[src/rtl/instr_encoder_if.sv]
// Field-bundle stream into the encoder and the IMEM write port out of it.
// The master side is the program loader / bench; the slave side is the encoder.
interface instr_encoder_if #(
   parameter int ADDR_W = 10
) ();
   logic              start;
   logic              in_valid;
   logic              in_ready;
   logic [2:0]        fmt;
   logic [6:0]        opcode;
   logic [4:0]        rd;
   logic [4:0]        rs1;
   logic [4:0]        rs2;
   logic [2:0]        funct3;
   logic [6:0]        funct7;
   logic [31:0]       imm;
   logic              mem_we;
   logic [ADDR_W-1:0] mem_addr;
   logic [31:0]       mem_wdata;
   logic              mem_ready;
   logic [ADDR_W:0]   count;
   logic              err;
   logic              busy;

   modport master (
      output start, in_valid, fmt, opcode, rd, rs1, rs2, funct3, funct7, imm, mem_ready,
      input  in_ready, mem_we, mem_addr, mem_wdata, count, err, busy
   );

   modport slave (
      input  start, in_valid, fmt, opcode, rd, rs1, rs2, funct3, funct7, imm, mem_ready,
      output in_ready, mem_we, mem_addr, mem_wdata, count, err, busy
   );
endinterface

[src/rtl/instr_encoder.sv]
// Packs RV32I instruction fields into machine words and streams them into IMEM
// at auto-incrementing word addresses through a single-entry output register.
module instr_encoder #(
   parameter int                ADDR_W    = 10,
   parameter logic [ADDR_W-1:0] BASE_ADDR = '0
) (
   input logic            clk,
   input logic            reset_n,
   instr_encoder_if.slave bus
);
   typedef enum logic [2:0] {
      FMT_R = 3'd0, FMT_I = 3'd1, FMT_S = 3'd2,
      FMT_B = 3'd3, FMT_U = 3'd4, FMT_J = 3'd5
   } fmt_e;

   localparam logic [ADDR_W:0] CNT_MAX = {1'b1, {ADDR_W{1'b0}}};

   logic              pending;
   logic [31:0]       memWdata;
   logic [ADDR_W-1:0] memAddr;
   logic [ADDR_W:0]   count;
   logic              err;
   logic [31:0]       encWord;
   logic              fmtLegal, misaligned, inReady, accept, acceptWord, drain;

   always_comb begin
      encWord = '0;
      case (bus.fmt)
         FMT_R: encWord = {bus.funct7, bus.rs2, bus.rs1, bus.funct3, bus.rd, bus.opcode};
         FMT_I: encWord = {bus.imm[11:0], bus.rs1, bus.funct3, bus.rd, bus.opcode};
         FMT_S: encWord = {bus.imm[11:5], bus.rs2, bus.rs1, bus.funct3, bus.imm[4:0], bus.opcode};
         FMT_B: encWord = {bus.imm[12], bus.imm[10:5], bus.rs2, bus.rs1, bus.funct3,
                           bus.imm[4:1], bus.imm[11], bus.opcode};
         FMT_U: encWord = {bus.imm[31:12], bus.rd, bus.opcode};
         FMT_J: encWord = {bus.imm[20], bus.imm[10:1], bus.imm[11], bus.imm[19:12],
                           bus.rd, bus.opcode};
         default: encWord = '0;
      endcase
   end

   // in_ready looks straight through to mem_ready so a draining slot can refill same cycle
   assign fmtLegal   = (bus.fmt <= FMT_J);
   assign misaligned = ((bus.fmt == FMT_B) || (bus.fmt == FMT_J)) && bus.imm[0];
   assign inReady    = !bus.start && (!pending || bus.mem_ready);
   assign accept     = bus.in_valid && inReady;
   assign acceptWord = accept && fmtLegal;
   assign drain      = pending && bus.mem_ready;

   always_ff @(posedge clk or negedge reset_n) begin
      if (!reset_n) begin
         pending  <= 1'b0;
         memWdata <= '0;
         memAddr  <= BASE_ADDR;
         count    <= '0;
         err      <= 1'b0;
      end else if (bus.start) begin
         pending <= 1'b0;
         memAddr <= BASE_ADDR;
         count   <= '0;
         err     <= 1'b0;
      end else begin
         if (drain) begin
            memAddr <= memAddr + ADDR_W'(1);
            if (memAddr == {ADDR_W{1'b1}}) err <= 1'b1;
            if (count != CNT_MAX) count <= count + (ADDR_W+1)'(1);
         end
         if (acceptWord) begin
            memWdata <= encWord;
            pending  <= 1'b1;
         end else if (drain) begin
            pending <= 1'b0;
         end
         if (accept && (!fmtLegal || misaligned)) err <= 1'b1;
      end
   end

   assign bus.in_ready  = inReady;
   assign bus.mem_we    = pending;
   assign bus.busy      = pending;
   assign bus.mem_addr  = memAddr;
   assign bus.mem_wdata = memWdata;
   assign bus.count     = count;
   assign bus.err       = err;
endmodule

[src/flat_wrapper.sv]
// flat-port wrapper written by rule: the top's interface ports become plain ports
module instr_encoder_flat 
#(
   parameter int                ADDR_W    = 10,
   parameter logic [ADDR_W-1:0] BASE_ADDR = '0
)
  (clk, reset_n, bus_start, bus_in_valid, bus_fmt, bus_opcode, bus_rd, bus_rs1, bus_rs2, bus_funct3, bus_funct7, bus_imm, bus_mem_ready, bus_in_ready, bus_mem_we, bus_mem_addr, bus_mem_wdata, bus_count, bus_err, bus_busy);
  instr_encoder_if #(.ADDR_W(ADDR_W)) bus_i ();
  input logic clk;
  input logic reset_n;
  input wire logic [$bits(bus_i.start)-1:0] bus_start;
  input wire logic [$bits(bus_i.in_valid)-1:0] bus_in_valid;
  input wire logic [$bits(bus_i.fmt)-1:0] bus_fmt;
  input wire logic [$bits(bus_i.opcode)-1:0] bus_opcode;
  input wire logic [$bits(bus_i.rd)-1:0] bus_rd;
  input wire logic [$bits(bus_i.rs1)-1:0] bus_rs1;
  input wire logic [$bits(bus_i.rs2)-1:0] bus_rs2;
  input wire logic [$bits(bus_i.funct3)-1:0] bus_funct3;
  input wire logic [$bits(bus_i.funct7)-1:0] bus_funct7;
  input wire logic [$bits(bus_i.imm)-1:0] bus_imm;
  input wire logic [$bits(bus_i.mem_ready)-1:0] bus_mem_ready;
  output wire logic [$bits(bus_i.in_ready)-1:0] bus_in_ready;
  output wire logic [$bits(bus_i.mem_we)-1:0] bus_mem_we;
  output wire logic [$bits(bus_i.mem_addr)-1:0] bus_mem_addr;
  output wire logic [$bits(bus_i.mem_wdata)-1:0] bus_mem_wdata;
  output wire logic [$bits(bus_i.count)-1:0] bus_count;
  output wire logic [$bits(bus_i.err)-1:0] bus_err;
  output wire logic [$bits(bus_i.busy)-1:0] bus_busy;
  assign bus_i.start = bus_start;
  assign bus_i.in_valid = bus_in_valid;
  assign bus_i.fmt = bus_fmt;
  assign bus_i.opcode = bus_opcode;
  assign bus_i.rd = bus_rd;
  assign bus_i.rs1 = bus_rs1;
  assign bus_i.rs2 = bus_rs2;
  assign bus_i.funct3 = bus_funct3;
  assign bus_i.funct7 = bus_funct7;
  assign bus_i.imm = bus_imm;
  assign bus_i.mem_ready = bus_mem_ready;
  assign bus_in_ready = bus_i.in_ready;
  assign bus_mem_we = bus_i.mem_we;
  assign bus_mem_addr = bus_i.mem_addr;
  assign bus_mem_wdata = bus_i.mem_wdata;
  assign bus_count = bus_i.count;
  assign bus_err = bus_i.err;
  assign bus_busy = bus_i.busy;
  instr_encoder #(.ADDR_W(ADDR_W), .BASE_ADDR(BASE_ADDR)) u_core (.clk(clk), .reset_n(reset_n), .bus(bus_i));
endmodule
[config.mk]
export PLATFORM = sky130hd
export DESIGN_NAME = instr_encoder_flat
export DESIGN_NICKNAME = d
export VERILOG_FILES = /design/src/rtl/instr_encoder_if.sv /design/src/rtl/instr_encoder.sv /design/src/flat_wrapper.sv
export SDC_FILE = /design/constraint.sdc
export NUM_CORES = 1
export LEC_CHECK = 0
export BUFFER_PORTS_ARGS = -buffer_cell sky130_fd_sc_hd__clkbuf_2
export CORE_AREA = 10 10 73 120
export CTS_CLUSTER_DIAMETER = 30
export CTS_CLUSTER_SIZE = 8
export DETAILED_ROUTE_END_ITERATION = 10
export DIE_AREA = 0 0 83 130
export PLACE_DENSITY = 0.79
export SETUP_SLACK_MARGIN = 0.5
export SYNTH_ARGS = -nofsm -noshare
export SYNTH_HDL_FRONTEND = slang
export SYNTH_SLANG_ARGS = --single-unit
[constraint.sdc]
create_clock -name clk -period 1.5 [get_ports clk]
set_input_delay 0.45 -clock clk [delete_from_list [all_inputs] [get_ports clk]]
set_output_delay 0.45 -clock clk [all_outputs]
set_load 0.02 [all_outputs]
### Word-level counts from Yosys, hierarchy flattened

Index checks and enable logic that the tools add are counted.

| operators by class | value |
|---|---|
| add/sub/neg operators | 2 |
| order comparisons | 1 |
| equality and inequality tests | 7 |
| mux-type cells | 13 |
| bitwise logic cells | 1 |
| reduce and logical (&&, ||, !) cells | 21 |

Operator list:

| kind | count |
|---|---|
| $pmux 32 s6 | 1 |
| $mux 11 | 3 |
| $mux 10 | 2 |
| $add 11x1->11 const B | 1 |
| $ne 11x11->1 const B | 1 |
| $add 10x1->10 const B | 1 |
| $eq 10x10->1 const B | 1 |
| $reduce_bool 3->1 | 3 |
| $mux 1 | 7 |
| $eq 3x2->1 const B | 2 |
| $eq 3x3->1 const B | 2 |
| $logic_and 1x1->1 | 6 |
| $reduce_and 2->1 | 3 |
| $reduce_bool 2->1 | 2 |
| $eq 3x1->1 const B | 1 |
| $le 3x3->1 const B | 1 |
| $logic_not 1->1 | 3 |
| $logic_not 3->1 | 1 |
| $logic_or 1x1->1 | 3 |
| $not 1->1 | 1 |

| word-level totals | value |
|---|---|
| flip-flop bits (word level) | 55 |
| input port bits | 72 |
| output and inout bits | 57 |
| word-level logic and storage cells | 50 |

### Logic depth before layout (Yosys ltp)

| logic depth | value |
|---|---|
| depth in word-level cells | 7 |
| depth in mapped cells | 7 |
| depth with buffers taken out | 5 |

### Least setup slack after synthesis

No wires, ideal clock.

| timing path | value |
|---|---|
| path kind | input port to flip-flop |
| from | in bus_start |
| to | reg u_core.memWdata[12], in the netlist u_core.bus.mem_wdata[12] |
| library setup time | 125 ps |
| data arrival time | 1356 ps |
| required time | 1375 ps |
| setup slack | 19 ps |
| cell stages on the path | 6 |
| buffers on the path | 2 |
| cells stage by stage | buf_6 -> inv_1 -> and3_4 -> nand2_4 -> buf_12 -> mux2_4 |

| on the way | value |
|---|---|
| longest elaborated chain between the ends | 5 |
| elaborated cells on any way between the ends | 6 |
| classes of those cells | bitwise: 1; reduce/logical: 5 |

RTL lines:

| element | RTL line | RTL |
|---|---|---|
| start, declared | flat_wrapper.sv:11 | `input wire logic [$bits(bus_i.start)-1:0] bus_start;` |
| $logic_not 1->1 | instr_encoder.sv:44 | `assign inReady = !bus.start && (!pending \|\| bus.mem_ready);` |
| $logic_and 1x1->1 | instr_encoder.sv:44 |  |
| $logic_and 1x1->1 | instr_encoder.sv:45 | `assign accept = bus.in_valid && inReady;` |
| $logic_and 1x1->1 | instr_encoder.sv:46 | `assign acceptWord = accept && fmtLegal;` |
| $reduce_and 2->1 (no line) (*) | - |  |
| end signal, assigned | instr_encoder.sv:68 | `memWdata <= encWord;` |
| end, declared | instr_encoder.sv:19 | `logic [31:0] memWdata;` |

Mark *: on every way between the ends. The rest lies on a longest branch, timed or not.
A chain may end at the register's enable or synchronous reset.

### Final worst setup path

| timing path | value |
|---|---|
| from | reg u_core.pending, in the netlist u_core.bus.busy |
| to | reg u_core.memWdata[18], in the netlist u_core.bus.mem_wdata[18] |

| on the way | value |
|---|---|
| longest elaborated chain between the ends | 6 |

RTL lines:

| element | RTL line | RTL |
|---|---|---|
| start, declared | instr_encoder.sv:18 | `logic pending;` |
| start signal, assigned | instr_encoder.sv:51 | `pending <= 1'b0;` |
| start signal, assigned | instr_encoder.sv:57 | `pending <= 1'b0;` |
| start signal, assigned | instr_encoder.sv:69 | `pending <= 1'b1;` |
| $logic_not 1->1 | instr_encoder.sv:44 |  |
| $logic_or 1x1->1 | instr_encoder.sv:44 |  |
| $logic_and 1x1->1 | instr_encoder.sv:44 |  |
| $logic_and 1x1->1 | instr_encoder.sv:45 |  |
| $logic_and 1x1->1 | instr_encoder.sv:46 |  |
| $reduce_and 2->1 (no line) | - |  |

No other way between the ends.

==> impl_metrics.yaml <==
outcome:
  status: "finished with violations"
  violations: "negative setup slack"
cells_and_area:
  area_growth_pct: 96.2
  layout.nets: 615
  fillCellCount: 239
  mostFrequentLayoutCell: "buf_4"
  fin_cells: 626
  final_cell_mix: "buf_4 (86), clkbuf_2 (71), dfrtp_1 (39)"
  fin_util_pct: 92.1
  final_layout_size_suffix_gt1_share_pct: 68.9
global_routing:
  grt_pass1_vias: 3791
  antenna_found_initial: 0
  grt_pass1_wl_um: 20700
  grt_start_max_net_pins: 56
  overflow: 0
  track_usage_pct: 23.5
cts:
  clk-insertion-delay-late_ns: 0.31
  clock_path_buffers: 2
  cts_tree: "built"
  cts_made_buffers: 5
  clk_pin_slew_worst_paths_ns: 0.08
  htree_levels: 2
  cts_root_buffer: "clkbuf_16"
  clock-sinks: 55
critical_path:
  worstPathArrival_ns: 1.75
  reg2reg_depth: 8
  criticalPathCategory: "flop to flop"
  end_kind: "flop"
  cp_max_fo: 6
  crit_required_ns: 1.67
  crit_path_start_kind: "flop"
floorplanning:
  die_h_um: 130
  die-area_um2: 10800
  coreArea_um2: 6810
  ios: 129
  rows: 40
  start_util_pct: 46.9
  die_w_um: 83
timing:
  slew_violations: 0
  max_slew_margin_pct: 64.2
  hold_violations: 0
  period_minus_slack_ns: 1.58
  timing.final.crit_share_pct: 105
  finalSetupTns_ns: -0.389
  finalSetupViolCount: 17
  max_slew.worst_pin.slew_ns: 0.535
  setup_slack_ns: -0.0777
  rsz0062_at_grt: "yes"
  skew_ns: 0.00687
  max_clock_freq_mhz: 634
detailed_routing:
  drt_first_pass_iters: 7
  num_vias: 3836
  drtIter0Drc: 379
  drc: 0
  drt_wl_total_um: 16900
  final_antenna_net_count: 0
  viasPerCell: 6.13
  wl_per_cell_um: 26.9
logic_synthesis:
  ys_seq_area_share_pct: 43.1
  synth_area_leader_cell: "dfrtp_1"
  avgSynthCellArea_um2: 10.1
  synth-seq-cells: 55
  syn_nets: 390
  synth_edf_count: 0
  synth_area_um2: 3200
  ys_types: 44
  ys.flop_type: "dfrtp_1"
  synth_top_area_share_pct: 43.1
  yosysWarnings: 0
  synthCells: 315
  synth_area_leaders: "dfrtp_1 (43%), mux2_2 (7.0%), o31ai_1 (4.2%)"
  async_reset_ff_share_pct: 100
pwr:
  power_uw: 5650
  vdd_ir_drop_max_v: 0.000676
  p_leak_uw: 0.00288
  power_density_nw_per_um2: 901
placement:
  routabilityCongestion: 0.873
  dp_hpwl_um: 7480
  dp.cells: 531
  placement.io_buffers: 128
  pre_cts_ws_ns: -0.112
flow_run:
  max_cap_violations: 0
min_path:
  hold_path.class: "input port to async pin"
-- final timing paths --
kind,start,endpoint,slack [ns]
max,u_core.bus.busy,u_core.bus.mem_wdata[18],-0.08
min,reset_n,u_core.bus.mem_wdata[13],0.14
max reg2reg,u_core.bus.busy,u_core.bus.mem_wdata[18],-0.08
min reg2reg,u_core.bus.mem_wdata[20],u_core.bus.mem_wdata[20],0.56
max in group asynchronous,reset_n,u_core.bus.count[10],1.07
min in group clk,bus_opcode[3],u_core.bus.mem_wdata[3],0.39
-- power breakdown --
group | leakage, uW | total (uW) | switching (uW) | internal, uW
Clock | 0.0000739 | 1260 | 591 | 666
Combinational | 0.00213 | 2520 | 1140 | 1380
Sequential | 0.000675 | 1870 | 183 | 1680
-- per-layer routing --
layer | global-route usage (%) | up-vias | part of all wire (%)
li1 | - | 1602 | -
met1 | 22.8 | 1905 | 32
met2 | 44.7 | 249 | 55
met3 | 6.55 | 80 | 7.0
met4 | 11.2 | 0 | 5.8
met5 | 0 | - | 0
-- metrics by stage --
stage                     hold WS, ns  cell area [um2]
after floorplan                 0.154             3370
after global placement          0.474             4180
after detailed placement        0.480             4180
after CTS                       0.158             5650
after global routing            0.160             6270
final                           0.139             6270
-- state kept, by name (all words and copies together) (netlist names) --
signal                cells
u_core.bus.mem_wdata     32
u_core.bus.count         11
u_core.bus.busy           1
u_core.bus.mem_addr      10
u_core.bus.err            1
-- cells by family after synthesis --
logic type	after synthesis	synth area share [%]
flops	55	43.1
fa+ha+maj	3	1.17
mux	32	12.1
buf+inv	29	6.03
simple gates	103	18.2
compound gates	78	15.3
xor+xnor	15	4.11
-- critical path: stages (launching register included) --
cell	delay [ns]
dfrtp_2	0.43
nand2b_4	0.08
buf_6	0.10
buf_6	0.10
nand3_4	0.15
buf_12	0.19
buf_16	0.14
nor3_2	0.15
a211oi_1	0.09
-- area by class of cell --
type	instances	area [um2]	share of cell area, %
Inverter	6	25.0	0.399
Clock inverter	1	5.00	0.0798
Timing Repair Buffer	240	2290	36.6
Multi-Input combinational cell	232	2300	36.7
Tap cell	84	105	1.68
Clock buffer	7	143	2.28
Sequential cell	55	1400	22.3
Antenna cell	1	2.50	0.0399
-- cells in the mapped netlist (4+ instances only) --
cell	n
dfrtp_1	55
nor2_1	26
a21oi_1	22
mux2_2	20
nand2b_1	18
o31ai_1	18
o22ai_1	12
nand2_1	11
xor2_1	11
o21ai_0	10
a211oi_1	8
mux2_4	8
nand4_1	8
nor3_1	8
buf_2	7
clkbuf_1	7
nor2b_1	7
buf_6	6
inv_1	6
nand3_1	5
a22oi_1	4
mux2i_1	4
xnor2_1	4
-- what timing repair did --
item / 4_1_cts / 5_1_grt
endpoints found under the hold margin: 0 / 0
gates resized for setup: 161 / 84
cloned: 7 / 0
buffers inserted: 51 / 28
pin swaps: 18 / 11
hold buffers: 0 / 0
setup endpoints to repair: 112 / 112
No activity file was read; power rests on OpenSTA's default activity.
